--- src/rtl/dma_sync_fifo.sv ---
// Single-clock FIFO for the SD host DMA datapath.
// Occupancy is tracked by one level register; status flags are decoded from it.
module dma_sync_fifo #(
  parameter int WIDTH = 32,
  parameter int DEPTH = 16,
  localparam int AW = $clog2(DEPTH)
) (
  input  logic             clock,
  input  logic             reset,
  input  logic             clear,
  input  logic             enable_write,
  input  logic [WIDTH-1:0] write_data,
  output logic             ack_write,
  input  logic             enable_read,
  output logic [WIDTH-1:0] read_data,
  output logic             read_valid,
  input  logic [AW:0]      af_threshold,
  input  logic [AW:0]      ae_threshold,
  output logic [AW:0]      level,
  output logic             full_out,
  output logic             empty_out,
  output logic             almost_full_out,
  output logic             almost_empty_out,
  output logic             overflow,
  output logic             underflow
);

  localparam logic [AW:0] FULL_LEVEL = (AW+1)'(DEPTH);

  logic [WIDTH-1:0] mem [DEPTH];
  logic [AW-1:0]    wr_ptr;
  logic [AW-1:0]    rd_ptr;
  logic             rd_ok;
  logic             wr_ok;

  assign full_out         = (level == FULL_LEVEL);
  assign empty_out        = (level == '0);
  assign almost_full_out  = (level >= af_threshold);
  assign almost_empty_out = (level <= ae_threshold);

  // A read frees a slot in the same cycle, so a full FIFO still accepts a paired write.
  assign rd_ok = enable_read && !empty_out;
  assign wr_ok = enable_write && (!full_out || rd_ok);

  always_ff @(posedge clock) begin
    if (wr_ok && !clear) begin
      mem[wr_ptr] <= write_data;
    end
  end

  always_ff @(posedge clock or negedge reset) begin
    if (!reset) begin
      wr_ptr     <= '0;
      rd_ptr     <= '0;
      level      <= '0;
      ack_write  <= 1'b0;
      read_valid <= 1'b0;
      read_data  <= '0;
      overflow   <= 1'b0;
      underflow  <= 1'b0;
    end else if (clear) begin
      wr_ptr     <= '0;
      rd_ptr     <= '0;
      level      <= '0;
      ack_write  <= 1'b0;
      read_valid <= 1'b0;
      overflow   <= 1'b0;
      underflow  <= 1'b0;
    end else begin
      ack_write  <= wr_ok;
      read_valid <= rd_ok;
      if (wr_ok) begin
        wr_ptr <= wr_ptr + AW'(1);
      end
      if (rd_ok) begin
        rd_ptr    <= rd_ptr + AW'(1);
        read_data <= mem[rd_ptr];
      end
      if (wr_ok && !rd_ok) begin
        level <= level + (AW+1)'(1);
      end else if (rd_ok && !wr_ok) begin
        level <= level - (AW+1)'(1);
      end
      if (enable_write && !wr_ok) begin
        overflow <= 1'b1;
      end
      if (enable_read && !rd_ok) begin
        underflow <= 1'b1;
      end
    end
  end

endmodule
--- config.mk ---
export PLATFORM = sky130hd
export DESIGN_NAME = dma_sync_fifo
export DESIGN_NICKNAME = d
export VERILOG_FILES = /design/src/rtl/dma_sync_fifo.sv
export SDC_FILE = /design/constraint.sdc
export NUM_CORES = 1
export LEC_CHECK = 0
export CAP_MARGIN = 20
export CORE_MARGIN = 1
export CORE_UTILIZATION = 65
export CTS_CLUSTER_SIZE = 14
export DETAILED_ROUTE_END_ITERATION = 7
export GPL_TIMING_DRIVEN = 0
export HOLD_SLACK_MARGIN = 0.06
export PLACE_DENSITY = 0.85
export SETUP_SLACK_MARGIN = 0.2
export SLEW_MARGIN = 0
export SYNTH_ARGS = -nofsm -noshare
export SYNTH_HDL_FRONTEND = slang
export SYNTH_SLANG_ARGS = --single-unit
export TNS_END_PERCENT = 1
--- constraint.sdc ---
create_clock -name clock -period 6.75 [get_ports clock]
set_input_delay 1.6875 -clock clock [delete_from_list [all_inputs] [get_ports clock]]
set_output_delay 1.6875 -clock clock [all_outputs]
set_load 0.005 [all_outputs]
==> results.json <==
{
  "dieArea_um2": 34090,
  "p_total_mw": 8.314,
  "p_per_area_nw_per_um2": 328.5,
  "core_um2": 32700,
  "r2r_setup_slack_ns": 3.68,
  "gr-usage-all-layers_pct": 32.45,
  "min_path_cells": 2,
  "gp_congestion": 0.7586,
  "syn_nets": 1072,
  "nNetsFinal": 1234,
  "ys.flop_type": "edfxtp_1",
  "crit_slowest_cell": "clkdlybuf4s50_1",
  "tns_ns": 0,
  "grt_overflow": 0,
  "worstPathRequired_ns": 5.06,
  "clk_path_buf_depth": 3,
  "ant_nets": 0,
  "synth_top_cell_by_area": "edfxtp_1",
  "r2r_start": "rd_ptr[1]",
  "post_cts_resized": 0,
  "fin_crit_ns": 5.405,
  "clockRootBuffer": "clkbuf_16",
  "cts_sinks": 561,
  "synth_edf_count": 512,
  "path_class": "in2out",
  "max_cap_violations": 0,
  "cp_top_family": "buffers and inverters",
  "ys_types": 36,
  "synth_area_leaders": "edfxtp_1 (71%), mux4_2 (13%), dfrtp_1 (5.7%)",
  "htree_levels": 2,
  "irDropWorstVdd_v": 0.0002626,
  "finalMaxSlewViolations": 0,
  "critPathLaunchType": "input pin",
  "post_cts_buffers": 0,
  "dp_hpwl_um": 29650,
  "syn_avg_cell_area_um2": 21.58,
  "reg2reg_to": "read_data[26]",
  "antenna_found_initial": 2,
  "die_w_um": 184.6,
  "cts_made_buffers": 52,
  "drt-total-wl_um": 52510,
  "slowest_delay_ns": 0.51,
  "crit_path_cell_trace": "clkdlybuf4s50_1 > inv_1 > ha_1 > nor2b_1 > o21a_1 > o21a_1 > o21a_1 > o22ai_1 > clkdlybuf4s50_1",
  "synth-async-reset-ratio_pct": 8.734,
  "grt_pass1_wl_um": 77180,
  "finalCritPeriodShare_pct": 80.08,
  "synth_top_area_share_pct": 70.91,
  "arrival_ns": 3.72,
  "hold_violations": 0,
  "worst-path-max-fanout": 2,
  "die_h_um": 184.6,
  "worst-path-buf-inv": 3,
  "first_pass_iters": 5,
  "rsz0062_at_grt": "false",
  "yosys_warnings": 0,
  "synthCells": 1005,
  "fillers": 1587,
  "io_pins": 92,
  "synthToLayoutAreaGrowth_pct": 16.72,
  "grt_pass1_vias": 11910,
  "p_leak_nw": 8.148,
  "synth_area_um2": 21680,
  "fmax_mhz": 185.0,
  "layout.cells.most_common": "edfxtp_1",
  "ys_seq_area_share_pct": 76.56,
  "ys_ff_latch": 561,
  "drive_gt1_share_pct": 22.35,
  "start_util_pct": 66.31,
  "rows": 66,
  "cts_tree": "done",
  "clk_pin_slew_worst_paths_ns": 0.06,
  "reg2reg_depth": 6,
  "end_kind": "primary output",
  "drt_iter0_drc": 1398,
  "slew_headroom_pct": 26.03,
  "finalNonFillerCells": 1651,
  "insertion_delay_ns": 0.56,
  "hold_buffers": 0,
  "clock_skew_ns": 0.01374,
  "drc": 0,
  "hold_path.startpoint": "read_data[6]",
  "avgViaCountPerCell": 6.873,
  "placed_cells": 1555,
  "grt_max_degree": 33,
  "vias": 11350,
  "status": "finished, final reports clean",
  "wl_per_cell_um": 31.80,
  "port_buffers": 91,
  "crit_top_cell": "o21a_1",
  "hold_class": "reg2reg",
  "setup_viol": 0,
  "worstMarginPinSlew_ns": 1.110,
  "hold_end": "read_data[6]",
  "final_cell_mix": "edfxtp_1 (512), mux4_2 (128), clkdlybuf4s50_1 (90), mux2i_1 (64), clkbuf_16 (53)"
}
==> cell usage after synthesis (all sizes together) (2+ instances only) <==
| library cell | n |
|---|---|
| edfxtp | 512 |
| mux4 | 128 |
| mux2i | 64 |
| dfrtp | 49 |
| nand2 | 44 |
| nor2 | 34 |
| o221ai | 32 |
| buf | 29 |
| clkbuf | 22 |
| ha | 19 |
| inv | 14 |
| a21oi | 11 |
| nor2b | 5 |
| o21a | 5 |
| o21ai | 5 |
| mux2 | 4 |
| xnor2 | 4 |
| nand2b | 3 |
| nand3 | 3 |
| or3 | 3 |
| xor2 | 3 |
| nand4 | 2 |
| o22ai | 2 |
==> how the worst max path moves through the flow <==
stage | from | to | slack [ns] | depth (start not counted)
2_1_floorplan | ae_threshold[1] | almost_empty_out | 2.34 | 7
3_3_place_gp | enable_read | mem[2][14] | 0.46 | 6
3_5_place_dp | ae_threshold[1] | almost_empty_out | 1.34 | 9
4_1_cts | ae_threshold[1] | almost_empty_out | 1.34 | 9
5_1_grt | ae_threshold[1] | almost_empty_out | 1.27 | 9
6_report | ae_threshold[1] | almost_empty_out | 1.34 | 9
==> worst register-to-register path, cell delays in order (launching register included) <==
cell and delay [ns]:
dfrtp_1 0.39, clkbuf_1 0.26, clkbuf_1 0.60, buf_2 0.54, mux4_2 0.59, mux2i_1 0.33, o221ai_1 0.20
==> layer usage <==
layer / global-route usage, % / routed length (um) / vias up
met2: 53.10 / 26480 / 871
li1: - / - / 4483
met1: 43.50 / 18470 / 5826
met3: 6.185 / 5543 / 165
met4: 13.69 / 2005 / 2
met5: 0 / 14 / -
==> layout make-up <==
type / instances / area (um2) / share of cell area [%]
Tap cell: 442 / 553.0 / 2.185
Buffer: 51 / 255.2 / 1.009
Clock buffer: 77 / 1486 / 5.873
Clock inverter: 18 / 165.2 / 0.6526
Multi-Input combinational cell: 379 / 4895 / 19.34
Sequential cell: 561 / 16600 / 65.59
Timing Repair Buffer: 108 / 1299 / 5.132
Antenna cell: 1 / 2.502 / 0.009887
Inverter: 14 / 52.55 / 0.2076
==> through the flow <==
stage	hold WS [ns]	cell area, um2	utilization, %	setup WS, ns
4_1_cts	0.5025	25310	77.39	1.343
2_1_floorplan	0.4784	21680	-	2.339
3_3_place_gp	0.4779	23150	70.78	0.4611
3_5_place_dp	0.4786	23660	72.34	1.345
5_1_grt	0.5202	25310	77.40	1.272
6_report	0.5010	25310	77.40	1.345
==> kinds of logic after synthesis <==
family,after synthesis,synth area share [%]
fa+ha+maj,20,1.189
simple gates,99,2.072
xor+xnor,7,0.2828
flops,561,76.56
compound gates,57,2.020
mux,196,16.46
buf+inv,65,1.419
==> power breakdown <==
group          internal (mW)  total, mW  switching (mW)
registers               3.94       4.06           0.123
clock network           1.64       2.87            1.23
logic                  0.696       1.39           0.690
==> registers in the layout, summed over array words and instances, names as in the netlist <==
register,flops
read_data,32
wr_ptr,4
read_valid,1
mem,512
rd_ptr,4
ack_write,1
overflow,1
underflow,1
level,5
No activity file was read; power rests on OpenSTA's default activity.
